### src/rtl/user_sdram_pkg.sv
// Shared types and constants for the user-to-SDRAM word bridge.
package user_sdram_pkg;

    localparam int unsigned PAGE_W          = 3;
    localparam int unsigned ROW_W           = 9;
    localparam int unsigned COL_W           = 10;
    localparam int unsigned ADDR_W          = PAGE_W + ROW_W + COL_W;
    localparam int unsigned DATA_W          = 16;
    localparam int unsigned TIMEOUT_DEFAULT = 255;

    localparam logic [DATA_W-1:0] ERR_DATA = 16'hDEAD;

    typedef enum logic [2:0] {
        StIdle,
        StWrReq,
        StWrRel,
        StRdReq,
        StRdWait
    } bridge_state_e;

    function automatic logic [ADDR_W-1:0] pack_addr(input logic [PAGE_W-1:0] page,
                                                    input logic [ROW_W-1:0]  row,
                                                    input logic [COL_W-1:0]  col);
        return {page, row, col};
    endfunction

endpackage

### src/rtl/user_sdram_bridge_if.sv
// Signal bundle between the user TFT block, the bridge and the SDRAM controller port.
interface user_sdram_bridge_if;
    import user_sdram_pkg::*;

    logic [PAGE_W-1:0] page_set;
    logic [ROW_W-1:0]  row_add;
    logic [COL_W-1:0]  col_add;
    logic              FIFO_full;
    logic [DATA_W-1:0] FIFO_data;
    logic              FIFO_RD_req;
    logic              FIFO_WR_req;
    logic [DATA_W-1:0] sdram_rq_data;
    logic              SDARM_RRDY;
    logic              startup_inc;
    logic              sdr_req;
    logic              sdr_we;
    logic [ADDR_W-1:0] sdr_addr;
    logic [DATA_W-1:0] sdr_wdata;
    logic              sdr_ack;
    logic              sdr_rvalid;
    logic [DATA_W-1:0] sdr_rdata;
    logic              bridge_err;

    // Upstream user block plus SDRAM controller, seen from outside the bridge.
    modport master (
        output page_set, row_add, col_add, FIFO_full, FIFO_data, FIFO_WR_req,
        output sdr_ack, sdr_rvalid, sdr_rdata,
        input  FIFO_RD_req, sdram_rq_data, SDARM_RRDY, startup_inc,
        input  sdr_req, sdr_we, sdr_addr, sdr_wdata, bridge_err
    );

    modport slave (
        input  page_set, row_add, col_add, FIFO_full, FIFO_data, FIFO_WR_req,
        input  sdr_ack, sdr_rvalid, sdr_rdata,
        output FIFO_RD_req, sdram_rq_data, SDARM_RRDY, startup_inc,
        output sdr_req, sdr_we, sdr_addr, sdr_wdata, bridge_err
    );

endinterface

### src/rtl/bridge_rd_watchdog.sv
// Counts cycles spent waiting for read data; flags expiry after TIMEOUT cycles.
module bridge_rd_watchdog #(
    parameter int unsigned TIMEOUT = 255
) (
    input  logic osc_clk,
    input  logic RST,
    input  logic run_i,
    output logic expired_o
);

    localparam int unsigned CntW = $clog2(TIMEOUT + 1);

    logic [CntW-1:0] cnt_q;

    // Cleared whenever idle so every wait starts from zero.
    always_ff @(posedge osc_clk or negedge RST) begin
        if (!RST) begin
            cnt_q <= '0;
        end else if (!run_i) begin
            cnt_q <= '0;
        end else if (!expired_o) begin
            cnt_q <= cnt_q + 1'b1;
        end
    end

    assign expired_o = run_i && (cnt_q == CntW'(TIMEOUT - 1));

endmodule

### src/rtl/user_sdram_bridge.sv
// Turns user write-word / read requests into SDRAM controller word accesses.
// Optional read watchdog enabled by defining BRIDGE_TIMEOUT_EN.
module user_sdram_bridge
    import user_sdram_pkg::*;
#(
    parameter int unsigned TIMEOUT = TIMEOUT_DEFAULT
) (
    input logic               osc_clk,
    input logic               RST,
    user_sdram_bridge_if.slave bus
);

    bridge_state_e state_q, state_d;

    logic              cap_wr, cap_rd, wr_done, rd_done;
    logic              req, rd_ack, rd_wait, rd_timeout;
    logic [ADDR_W-1:0] addr_q;
    logic [DATA_W-1:0] wdata_q, rdata_q;
    logic              we_q, rrdy_q, inc_q;

    always_ff @(posedge osc_clk or negedge RST) begin
        if (!RST) begin
            state_q <= StIdle;
        end else begin
            state_q <= state_d;
        end
    end

    // rrdy_q blocks a stale FIFO_WR_req level from starting a second read.
    always_comb begin
        state_d = state_q;
        case (state_q)
            StIdle: begin
                if (bus.FIFO_full) begin
                    state_d = StWrReq;
                end else if (bus.FIFO_WR_req && !rrdy_q) begin
                    state_d = StRdReq;
                end
            end
            StWrReq:  if (bus.sdr_ack)                   state_d = StWrRel;
            StWrRel:  if (!bus.FIFO_full)                state_d = StIdle;
            StRdReq:  if (bus.sdr_ack)                   state_d = StRdWait;
            StRdWait: if (bus.sdr_rvalid || rd_timeout)  state_d = StIdle;
            default:                                     state_d = StIdle;
        endcase
    end

    always_comb begin
        cap_wr  = 1'b0;
        cap_rd  = 1'b0;
        wr_done = 1'b0;
        rd_done = 1'b0;
        req     = 1'b0;
        rd_ack  = 1'b0;
        rd_wait = 1'b0;
        case (state_q)
            StIdle: begin
                cap_wr = bus.FIFO_full;
                cap_rd = !bus.FIFO_full && bus.FIFO_WR_req && !rrdy_q;
            end
            StWrReq: begin
                req     = 1'b1;
                wr_done = bus.sdr_ack;
            end
            StWrRel: rd_ack = 1'b1;
            StRdReq: req = 1'b1;
            StRdWait: begin
                rd_wait = 1'b1;
                rd_done = bus.sdr_rvalid || rd_timeout;
            end
            default: ;
        endcase
    end

    // Address and write data stay frozen from capture until the access completes.
    always_ff @(posedge osc_clk or negedge RST) begin
        if (!RST) begin
            addr_q  <= '0;
            wdata_q <= '0;
            we_q    <= 1'b0;
            rdata_q <= '0;
            rrdy_q  <= 1'b0;
            inc_q   <= 1'b0;
        end else begin
            if (cap_wr || cap_rd) begin
                addr_q <= pack_addr(bus.page_set, bus.row_add, bus.col_add);
                we_q   <= cap_wr;
            end
            if (cap_wr) begin
                wdata_q <= bus.FIFO_data;
            end
            if (rd_done) begin
                rdata_q <= bus.sdr_rvalid ? bus.sdr_rdata : ERR_DATA;
            end
            rrdy_q <= rd_done;
            inc_q  <= wr_done || rd_done;
        end
    end

`ifdef BRIDGE_TIMEOUT_EN
    logic err_q;

    bridge_rd_watchdog #(
        .TIMEOUT (TIMEOUT)
    ) u_rd_watchdog (
        .osc_clk   (osc_clk),
        .RST       (RST),
        .run_i     (rd_wait),
        .expired_o (rd_timeout)
    );

    always_ff @(posedge osc_clk or negedge RST) begin
        if (!RST) begin
            err_q <= 1'b0;
        end else if (rd_done && !bus.sdr_rvalid) begin
            err_q <= 1'b1;
        end
    end

    assign bus.bridge_err = err_q;
`else
    logic unused_timeout;

    assign rd_timeout     = 1'b0;
    assign unused_timeout = ^{TIMEOUT, rd_wait};
    assign bus.bridge_err = 1'b0;
`endif

    assign bus.sdr_req       = req;
    assign bus.sdr_we        = we_q;
    assign bus.sdr_addr      = addr_q;
    assign bus.sdr_wdata     = wdata_q;
    assign bus.FIFO_RD_req   = rd_ack;
    assign bus.sdram_rq_data = rdata_q;
    assign bus.SDARM_RRDY    = rrdy_q;
    assign bus.startup_inc   = inc_q;

endmodule
### src/flat_wrapper.sv
// flat-port wrapper written by rule: the top's interface ports become plain ports
module user_sdram_bridge_flat import user_sdram_pkg::*;
#(
    parameter int unsigned TIMEOUT = TIMEOUT_DEFAULT
)
  (osc_clk, RST, bus_page_set, bus_row_add, bus_col_add, bus_FIFO_full, bus_FIFO_data, bus_FIFO_WR_req, bus_sdr_ack, bus_sdr_rvalid, bus_sdr_rdata, bus_FIFO_RD_req, bus_sdram_rq_data, bus_SDARM_RRDY, bus_startup_inc, bus_sdr_req, bus_sdr_we, bus_sdr_addr, bus_sdr_wdata, bus_bridge_err);
  user_sdram_bridge_if bus_i ();
  input logic osc_clk;
  input logic RST;
  input wire logic [$bits(bus_i.page_set)-1:0] bus_page_set;
  input wire logic [$bits(bus_i.row_add)-1:0] bus_row_add;
  input wire logic [$bits(bus_i.col_add)-1:0] bus_col_add;
  input wire logic [$bits(bus_i.FIFO_full)-1:0] bus_FIFO_full;
  input wire logic [$bits(bus_i.FIFO_data)-1:0] bus_FIFO_data;
  input wire logic [$bits(bus_i.FIFO_WR_req)-1:0] bus_FIFO_WR_req;
  input wire logic [$bits(bus_i.sdr_ack)-1:0] bus_sdr_ack;
  input wire logic [$bits(bus_i.sdr_rvalid)-1:0] bus_sdr_rvalid;
  input wire logic [$bits(bus_i.sdr_rdata)-1:0] bus_sdr_rdata;
  output wire logic [$bits(bus_i.FIFO_RD_req)-1:0] bus_FIFO_RD_req;
  output wire logic [$bits(bus_i.sdram_rq_data)-1:0] bus_sdram_rq_data;
  output wire logic [$bits(bus_i.SDARM_RRDY)-1:0] bus_SDARM_RRDY;
  output wire logic [$bits(bus_i.startup_inc)-1:0] bus_startup_inc;
  output wire logic [$bits(bus_i.sdr_req)-1:0] bus_sdr_req;
  output wire logic [$bits(bus_i.sdr_we)-1:0] bus_sdr_we;
  output wire logic [$bits(bus_i.sdr_addr)-1:0] bus_sdr_addr;
  output wire logic [$bits(bus_i.sdr_wdata)-1:0] bus_sdr_wdata;
  output wire logic [$bits(bus_i.bridge_err)-1:0] bus_bridge_err;
  assign bus_i.page_set = bus_page_set;
  assign bus_i.row_add = bus_row_add;
  assign bus_i.col_add = bus_col_add;
  assign bus_i.FIFO_full = bus_FIFO_full;
  assign bus_i.FIFO_data = bus_FIFO_data;
  assign bus_i.FIFO_WR_req = bus_FIFO_WR_req;
  assign bus_i.sdr_ack = bus_sdr_ack;
  assign bus_i.sdr_rvalid = bus_sdr_rvalid;
  assign bus_i.sdr_rdata = bus_sdr_rdata;
  assign bus_FIFO_RD_req = bus_i.FIFO_RD_req;
  assign bus_sdram_rq_data = bus_i.sdram_rq_data;
  assign bus_SDARM_RRDY = bus_i.SDARM_RRDY;
  assign bus_startup_inc = bus_i.startup_inc;
  assign bus_sdr_req = bus_i.sdr_req;
  assign bus_sdr_we = bus_i.sdr_we;
  assign bus_sdr_addr = bus_i.sdr_addr;
  assign bus_sdr_wdata = bus_i.sdr_wdata;
  assign bus_bridge_err = bus_i.bridge_err;
  user_sdram_bridge #(.TIMEOUT(TIMEOUT)) u_core (.osc_clk(osc_clk), .RST(RST), .bus(bus_i));
endmodule
### config.mk
export PLATFORM = sky130hd
export DESIGN_NAME = user_sdram_bridge_flat
export DESIGN_NICKNAME = d
export VERILOG_FILES = /design/src/rtl/user_sdram_pkg.sv /design/src/rtl/user_sdram_bridge_if.sv /design/src/rtl/bridge_rd_watchdog.sv /design/src/rtl/user_sdram_bridge.sv /design/src/flat_wrapper.sv
export SDC_FILE = /design/constraint.sdc
export NUM_CORES = 1
export LEC_CHECK = 0
export BUFFER_PORTS_ARGS = -buffer_cell sky130_fd_sc_hd__buf_2
export CORE_MARGIN = 5
export CORE_UTILIZATION = 45
export CTS_BUF_LIST = sky130_fd_sc_hd__clkbuf_8 sky130_fd_sc_hd__clkbuf_16
export DETAILED_ROUTE_END_ITERATION = 7
export PLACE_DENSITY = 0.83
export SYNTH_ARGS = -nofsm -noshare
export SYNTH_HDL_FRONTEND = slang
export SYNTH_SLANG_ARGS = --single-unit
### constraint.sdc
create_clock -name osc_clk -period 2.1 [get_ports osc_clk]
set_clock_uncertainty 0.1 [all_clocks]
set_input_delay 0.105 -clock osc_clk [delete_from_list [all_inputs] [get_ports osc_clk]]
set_output_delay 0.105 -clock osc_clk [all_outputs]
set_load 0.02 [all_outputs]
==> results of run 1 <==
## flip-flops by register name, indices dropped and copies added (netlist names)
| signal | flops |
|---|---|
| u_core.bus.SDARM_RRDY | 1 |
| u_core.bus.sdr_addr | 22 |
| u_core.bus.sdr_wdata | 16 |
| u_core.bus.sdr_we | 1 |
| u_core.bus.sdram_rq_data | 16 |
| u_core.bus.startup_inc | 1 |
| u_core.state_q | 3 |
## per-stage QoR
| stage | utilization [%] | worst slack [ps] |
|---|---|---|
| 2_1_floorplan | - | 494 |
| 3_3_place_gp | 58.7 | 398 |
| 3_5_place_dp | 58.7 | 365 |
| 4_1_cts | 73.1 | 340 |
| 5_1_grt | 73.1 | 227 |
| 6_report | 73.1 | 335 |
## layout make-up
class	count	area, sq um	share of cell area [%]
Inverter	2	7.51	0.200
Timing Repair Buffer	179	1200	32.0
Clock inverter	4	17.5	0.466
Tap cell	70	87.6	2.33
Clock buffer	11	151	4.03
Sequential cell	60	1500	39.9
Multi-Input combinational cell	74	790	21.0
## cells in the final DEF, fill, tap and decap left out
cell / n
sky130_fd_sc_hd__dlygate4sd3_1: 57
sky130_fd_sc_hd__mux2_4: 17
sky130_fd_sc_hd__nand2_1: 2
sky130_fd_sc_hd__nor2_1: 3
sky130_fd_sc_hd__o21ai_2: 1
sky130_fd_sc_hd__nor2b_1: 1
sky130_fd_sc_hd__and3_1: 1
sky130_fd_sc_hd__nand2b_1: 1
sky130_fd_sc_hd__clkbuf_8: 11
sky130_fd_sc_hd__buf_4: 3
sky130_fd_sc_hd__buf_12: 1
sky130_fd_sc_hd__and2_1: 1
sky130_fd_sc_hd__a221oi_1: 1
sky130_fd_sc_hd__conb_1: 1
sky130_fd_sc_hd__a31o_2: 1
sky130_fd_sc_hd__inv_1: 4
sky130_fd_sc_hd__or2b_1: 1
sky130_fd_sc_hd__a211oi_1: 1
sky130_fd_sc_hd__dfrtp_1: 60
sky130_fd_sc_hd__o21ai_0: 2
sky130_fd_sc_hd__nor3_1: 1
sky130_fd_sc_hd__o22ai_1: 1
sky130_fd_sc_hd__clkinv_2: 2
sky130_fd_sc_hd__mux2_2: 37
sky130_fd_sc_hd__a21o_1: 1
sky130_fd_sc_hd__buf_2: 118
## repair_timing
item / 4_1_cts / 5_1_grt
hold endpoints to repair: 82 / 0
setup buffers: 0 / 0
setup endpoints to repair: 0 / 0
hold buffers: 57 / 0
## report_power, final
part / total (W) / internal (W) / leakage, nW / switching, W
Combinational: 0.00261 / 0.00120 / 1.08 / 0.00140
Clock: 0.000884 / 0.000473 / 0.0976 / 0.000411
Sequential: 0.00206 / 0.00173 / 0.727 / 0.000330
Total: 0.00555 / 0.00341 / 1.90 / 0.00214
## per-layer routing
layer / vias to the layer above / routed length (um) / share of wire (%) / global-route usage (%)
li1: 860 / - / - / -
met1: 909 / 2270 / 34 / 19.2
met2: 78 / 3730 / 55 / 39.4
met3: 17 / 538 / 8.0 / 9.01
met4: 0 / 183 / 2.7 / 8.02
met5: - / 0 / 0 / 0
## path summary, 6_finish.rpt
kind                                                    start                                  end  slack [ps]
worst min-delay path                            bus_FIFO_full        u_core.state_q[1]$_DFFE_PN0P_          80
min in group asynchronous                                 RST  u_core.bus.sdr_wdata[0]$_DFFE_PN0P_         220
worst max register to register  u_core.state_q[1]$_DFFE_PN0P_  u_core.bus.sdr_wdata[2]$_DFFE_PN0P_         330
worst min register to register  u_core.bus.sdr_we$_DFFE_PN0P_        u_core.bus.sdr_we$_DFFE_PN0P_         380
max in group asynchronous                                 RST  u_core.bus.sdr_addr[15]$_DFFE_PN0P_        1100
worst max-delay path            u_core.state_q[1]$_DFFE_PN0P_  u_core.bus.sdr_wdata[2]$_DFFE_PN0P_         330
## cell families after synthesis
family | count (synthesis) | synth area share (%)
multiplexers | 54 | 28.2
other | 1 | 0.157
buffers and inverters | 9 | 3.99
AO/OA/AOI/OAI | 8 | 2.41
AND/OR/NAND/NOR | 11 | 2.36
flip-flops | 60 | 62.9
## critical path, cell delays in order (launching register included)
cell and delay (ps):
sky130_fd_sc_hd__dfrtp_1 440, sky130_fd_sc_hd__nor3_1 290, sky130_fd_sc_hd__and2_1 170, sky130_fd_sc_hd__buf_4 260, sky130_fd_sc_hd__mux2_2 380
==> results.yml, run 1 <==
run_status:
  result_of_the_run: "finished, final reports clean"
global_route:
  largest_net_degree_at_the_start_of_global_routing: 36
  grt_overflow_total: 0
  antenna_found_initial: 0
  first_pass_grt_wire_length_um: 11000
  grt.total_usage_pct: 20.8
  grt_pass1_vias: 2233
synthesis:
  synth_sequential_area_ratio_pct: 62.9
  synthTopCellsByCount: "60 x sky130_fd_sc_hd__dfrtp_1, 37 x sky130_fd_sc_hd__mux2_2, 17 x sky130_fd_sc_hd__mux2_4"
  post_synth_inst_count: 143
  synth.avg_cell_area_sq_um: 16.7
  synth_most_common_cell: "sky130_fd_sc_hd__dfrtp_1"
  postSynth.topFlopCell: "sky130_fd_sc_hd__dfrtp_1"
  ys_ff_latch: 60
  synth.top_cells.by_area: "sky130_fd_sc_hd__dfrtp_1 63%, sky130_fd_sc_hd__mux2_2 17%, sky130_fd_sc_hd__mux2_4 11%"
  synth_edf_count: 0
  synthesis.area_sq_um: 2390
  yosysUniqueCellTypes: 24
  yosys.area.top_type: "sky130_fd_sc_hd__dfrtp_1"
  synthArstFlopShare_pct: 100
  synth_top_area_share_pct: 62.9
  synth_fp_nets: 203
  ys.warnings.count: 0
routing:
  drcViolationCount: 0
  drt_first_iter_violations: 82
  vias: 1864
  detail-route-antenna-nets: 0
  drt-pass1-iter-count: 4
  post_drt_via_cell_ratio: 4.66
  wl_per_cell_um: 16.8
  drt_wl_total_um: 6720
clocking:
  post_cts_resize_count: 0
  cts_num_sinks: 60
  cts_max_path_bufs: 2
  htreeDepth: 3
  worst_skew_pair.late_latency_ps: 330
  ctsRootBufferMaster: "sky130_fd_sc_hd__clkbuf_8"
  cts_tree: "yes"
  tritoncts.num_buffers: 9
  clk_pin_slew_worst_paths_ps: 60
power_and_ir_drop:
  irDropWorstVdd_mv: 1.13
  power.leakage_nw: 1.90
  power_w: 0.00555
  power-per-cell-area_nw_per_um2: 1480
floorplanning:
  fp.dieArea_sq_um: 6860
  row_count: 26
  ios: 120
  floorplan.die.height_um: 82.8
  floorplan.die.width_um: 82.8
  initial_core_util_pct: 46.4
  floorplan.core_area_sq_um: 5140
cells_and_area:
  nFillCells: 342
  synthToLayoutAreaGrowth_pct: 57.5
  stdcell_area_sq_um: 3760
  antenna-diode-count: 0
  final_layout_size_suffix_gt1_share_pct: 57.9
  design.final.nets: 386
  final_cells: 400
placed_design:
  cell_area_placed_sq_um: 3020
  place.gp.congestion: 0.782
  io_buffers: 118
  place.detailed.hpwl_um: 4020
  dp_cells: 328
sta:
  worst_hold_slack_ps: 75.2
  fin_setup_tns_ps: 0
  grt_setup_unrepaired: "false"
  timing.max_slew.rel_slack_pct: 60.3
  timing.final.hold_violations: 0
  slew_viol_final: 0
  final.period_utilization_pct: 84.1
  setup-violations-final: 0
  maximum_achievable_frequency_ghz: 0.566
  worstMarginPinSlew_ps: 595
  fin_crit_ps: 1770
worst_hold_path:
  worst_hold_path_type: "in2reg"
  hold_depth: 3
critical_path:
  ff2ff_path_depth: 4
  crit_required_ps: 2210
  timing_worst_setup_path_type: "reg2reg"
  timing.critical_path.from_type: "flip-flop"
  cp-end-kind: "flip-flop"
  critical_path.max_fanout: 17
  worst-endpoint-arrival_ps: 1870
job:
  drv.max_cap_violation_count: 0
Note: power is estimated with default switching activity, not from simulation.
==> inputs of run 2 (changes only) <==
Settings changed: ABC_AREA from default to 1, CORE_UTILIZATION 45 to 46, PLACE_DENSITY 0.83 to 0.84.
Clock period 2.1 ns to 1.7 ns, I/O delays scaled along.
==> run 2 against run 1 <==
Critical endpoint is now u_core.bus.sdr_addr[10]$_DFFE_PN0P_. Die area increased by 1.8%. Core utilization increased by 2.0 points. Total power rose by 25%. Largest power group unchanged.
==> results.yml, run 2 <==
run_status:
  result_of_the_run: "finished, final reports clean"
critical_path:
  ff2ff_path_depth: 7
  timing.critical_path.mode_cell: "sky130_fd_sc_hd__nand2_1"
  critical_path.max_fanout: 25
  crit_required_ps: 1860
  path_cells: "nor2_4, nand2_4, inv_8, nand2_8, inv_6, nand2_1, nand2_1"
  timing.critical_path.from_type: "flip-flop"
  timing_worst_setup_path_type: "reg2reg"
  critical-path-slowest-cell: "sky130_fd_sc_hd__dfrtp_1"
  max_stage_delay_ps: 430
  worst-endpoint-arrival_ps: 1730
  cp-end-kind: "flip-flop"
placed_design:
  place.gp.congestion: 0.797
  io_buffers: 118
  dp_cells: 459
  cell_area_placed_sq_um: 3110
  place.detailed.hpwl_um: 4520
  detailedPlace.worstSlack_ps: 79.7
cells_and_area:
  design.final.nets: 516
  largest_reg_flops: 22
  layout_common_cells: "150 x sky130_fd_sc_hd__nand2_1, 118 x sky130_fd_sc_hd__buf_2, 60 x sky130_fd_sc_hd__dfrtp_1"
  layout.cells.most_common: "sky130_fd_sc_hd__nand2_1"
  stdcell_area_sq_um: 3880
  final_cells: 533
  final_layout_size_suffix_gt1_share_pct: 33.4
  synthToLayoutAreaGrowth_pct: 56.0
  nFillCells: 361
power_and_ir_drop:
  power.leakage_nw: 2.23
  power_w: 0.00693
  irDropWorstVdd_mv: 1.16
  power-per-cell-area_nw_per_um2: 1780
sta:
  timing.final.ws_setup_ps: 122
  fin_setup_tns_ps: 0
  setup-violations-final: 0
  grt_setup_unrepaired: "false"
  maximum_achievable_frequency_ghz: 0.634
  final.period_utilization_pct: 92.8
  fin_crit_ps: 1580
  timing.final.hold_violations: 0
  slew_viol_final: 0
floorplanning:
  floorplan.die.width_um: 83.6
  floorplan.core_area_sq_um: 5170
  fp.dieArea_sq_um: 6980
  row_count: 26
  initial_core_util_pct: 48.1
  floorplan.die.height_um: 83.6
  ios: 120
routing:
  drt-pass1-iter-count: 5
  detail-route-antenna-nets: 0
  drt_wl_total_um: 7580
  post_drt_via_cell_ratio: 4.72
  vias: 2517
  drcViolationCount: 0
  drt_first_iter_violations: 113
  wl_per_cell_um: 14.2
synthesis:
  postSynth.topFlopCell: "sky130_fd_sc_hd__dfrtp_1"
  ys.warnings.count: 0
  synthArstFlopShare_pct: 100
  synth_top_family_by_area: "simple AND/OR/NAND/NOR gates"
  synthTopCellsByCount: "150 x sky130_fd_sc_hd__nand2_1, 60 x sky130_fd_sc_hd__dfrtp_1, 19 x sky130_fd_sc_hd__nand3_1"
  synth_sequential_area_ratio_pct: 60.3
  yosys.area.top_type: "sky130_fd_sc_hd__dfrtp_1"
  adder_cell_share_of_the_synthesized_area_pct: 0
  synth_top_area_share_pct: 60.3
  synthesis.area_sq_um: 2490
  synth_edf_count: 0
  yosys.area_share.xor_xnor_pct: 0
  synth.top_cells.by_area: "sky130_fd_sc_hd__dfrtp_1 60%, sky130_fd_sc_hd__nand2_1 23%, sky130_fd_sc_hd__nand3_1 3.8%"
  synth.mux.area_fraction_pct: 0
  yosys.area_share.simple_pct: 33.3
  post_synth_inst_count: 279
  synth_compound_gate_area_share_pct: 0.402
  synth.avg_cell_area_sq_um: 8.92
  ys_ff_latch: 60
  yosysUniqueCellTypes: 21
  synth_fp_nets: 339
  synth_most_common_cell: "sky130_fd_sc_hd__nand2_1"
clocking:
  cts_max_path_bufs: 2
  cts_tree: "yes"
  clk_pin_slew_worst_paths_ps: 60
  worst_skew_pair.late_latency_ps: 320
  tritoncts.num_buffers: 9
  cts_num_sinks: 60
  cts_setup_buffers: 0
  htreeDepth: 3
  ctsRootBufferMaster: "sky130_fd_sc_hd__clkbuf_8"
global_route:
  first_pass_grt_wire_length_um: 12600
  grt_pass1_vias: 2676
  grt.total_usage_pct: 22.3
  largest_net_degree_at_the_start_of_global_routing: 41
  grt_overflow_total: 0
  antenna_found_initial: 1
worst_hold_path:
  hold_depth: 3
  worst_hold_path_type: "in2reg"
job:
  drv.max_cap_violation_count: 0
-- run 2: changes by cell type after synthesis, moves of 3 or more --
cell and change:
sky130_fd_sc_hd__mux2_4 -17, sky130_fd_sc_hd__nor2_1 +5, sky130_fd_sc_hd__mux2_2 -37, sky130_fd_sc_hd__nand2_2 +10, sky130_fd_sc_hd__buf_4 +5, sky130_fd_sc_hd__inv_1 +7
sky130_fd_sc_hd__nand3_1 +19, sky130_fd_sc_hd__buf_6 -3, sky130_fd_sc_hd__nand2_1 +148
-- run 2: power breakdown --
| part | leakage [nW] | switching, W | internal, W |
|---|---|---|---|
| Combinational | 1.37 | 0.00217 | 0.00104 |
| Clock | 0.107 | 0.000526 | 0.000746 |
| Sequential | 0.755 | 0.000363 | 0.00208 |
-- run 2: metrics by stage --
step                util [%]  hold WS [ps]
finish                  75.1          36.8
global route            75.0          49.2
CTS                     74.9          16.3
detailed placement      60.2         -21.6
global placement        60.2         -27.5
floorplan                  -          -311
-- run 2: worst max-delay path: cells and delay by family, from the launching register on --
family | cells | cell delay [ps]
buffers and inverters | 2 | 350
flip-flops | 1 | 430
AND/OR/NAND/NOR | 5 | 610
-- run 2: path summary, 6_finish.rpt --
kind	from	to	slack [ps]
min in group asynchronous	RST	u_core.bus.sdram_rq_data[12]$_DFFE_PN0P_	170
worst min register to register	u_core.bus.sdr_we$_DFFE_PN0P_	u_core.bus.sdr_we$_DFFE_PN0P_	370
max in group asynchronous	RST	u_core.bus.sdr_wdata[14]$_DFFE_PN0P_	760
worst min-delay path	bus_sdr_rvalid	u_core.state_q[2]$_DFFE_PN0P_	40
worst max-delay path	u_core.state_q[1]$_DFFE_PN0P_	u_core.bus.sdr_addr[10]$_DFFE_PN0P_	120
worst max register to register	u_core.state_q[1]$_DFFE_PN0P_	u_core.bus.sdr_addr[10]$_DFFE_PN0P_	120
-- run 2: logic make-up (layout without fill, tap and decap cells) --
family	count (synthesis)	count (layout)
simple gates	193	193
other cells	1	3
buf+inv	23	205
compound gates	2	2
flops	60	60
-- run 2: layout make-up --
class,instances,area [sq um],share of cell area (%)
Antenna cell,2,5.00,0.129
Clock inverter,5,51.3,1.32
Clock buffer,11,151,3.90
Timing Repair Buffer,177,1190,30.5
Multi-Input combinational cell,196,843,21.7
Inverter,12,57.6,1.48
Sequential cell,60,1500,38.7
Tap cell,70,87.6,2.26
-- run 2: repair_timing --
| action | CTS | global route |
|---|---|---|
| hold buffers | 56 | 0 |
| gates resized for setup | 0 | 1 |
| hold endpoints to repair | 76 | 0 |
| endpoints found under the setup margin | 0 | 9 |
-- run 2: routing by layer --
layer | vias to the layer above | part of all wire (%) | track usage [%]
met5 | - | 0 | 0
met4 | 0 | 2.9 | 12.0
met3 | 21 | 5.6 | 4.74
met2 | 108 | 54 | 38.9
met1 | 1182 | 37 | 25.5
li1 | 1206 | - | -
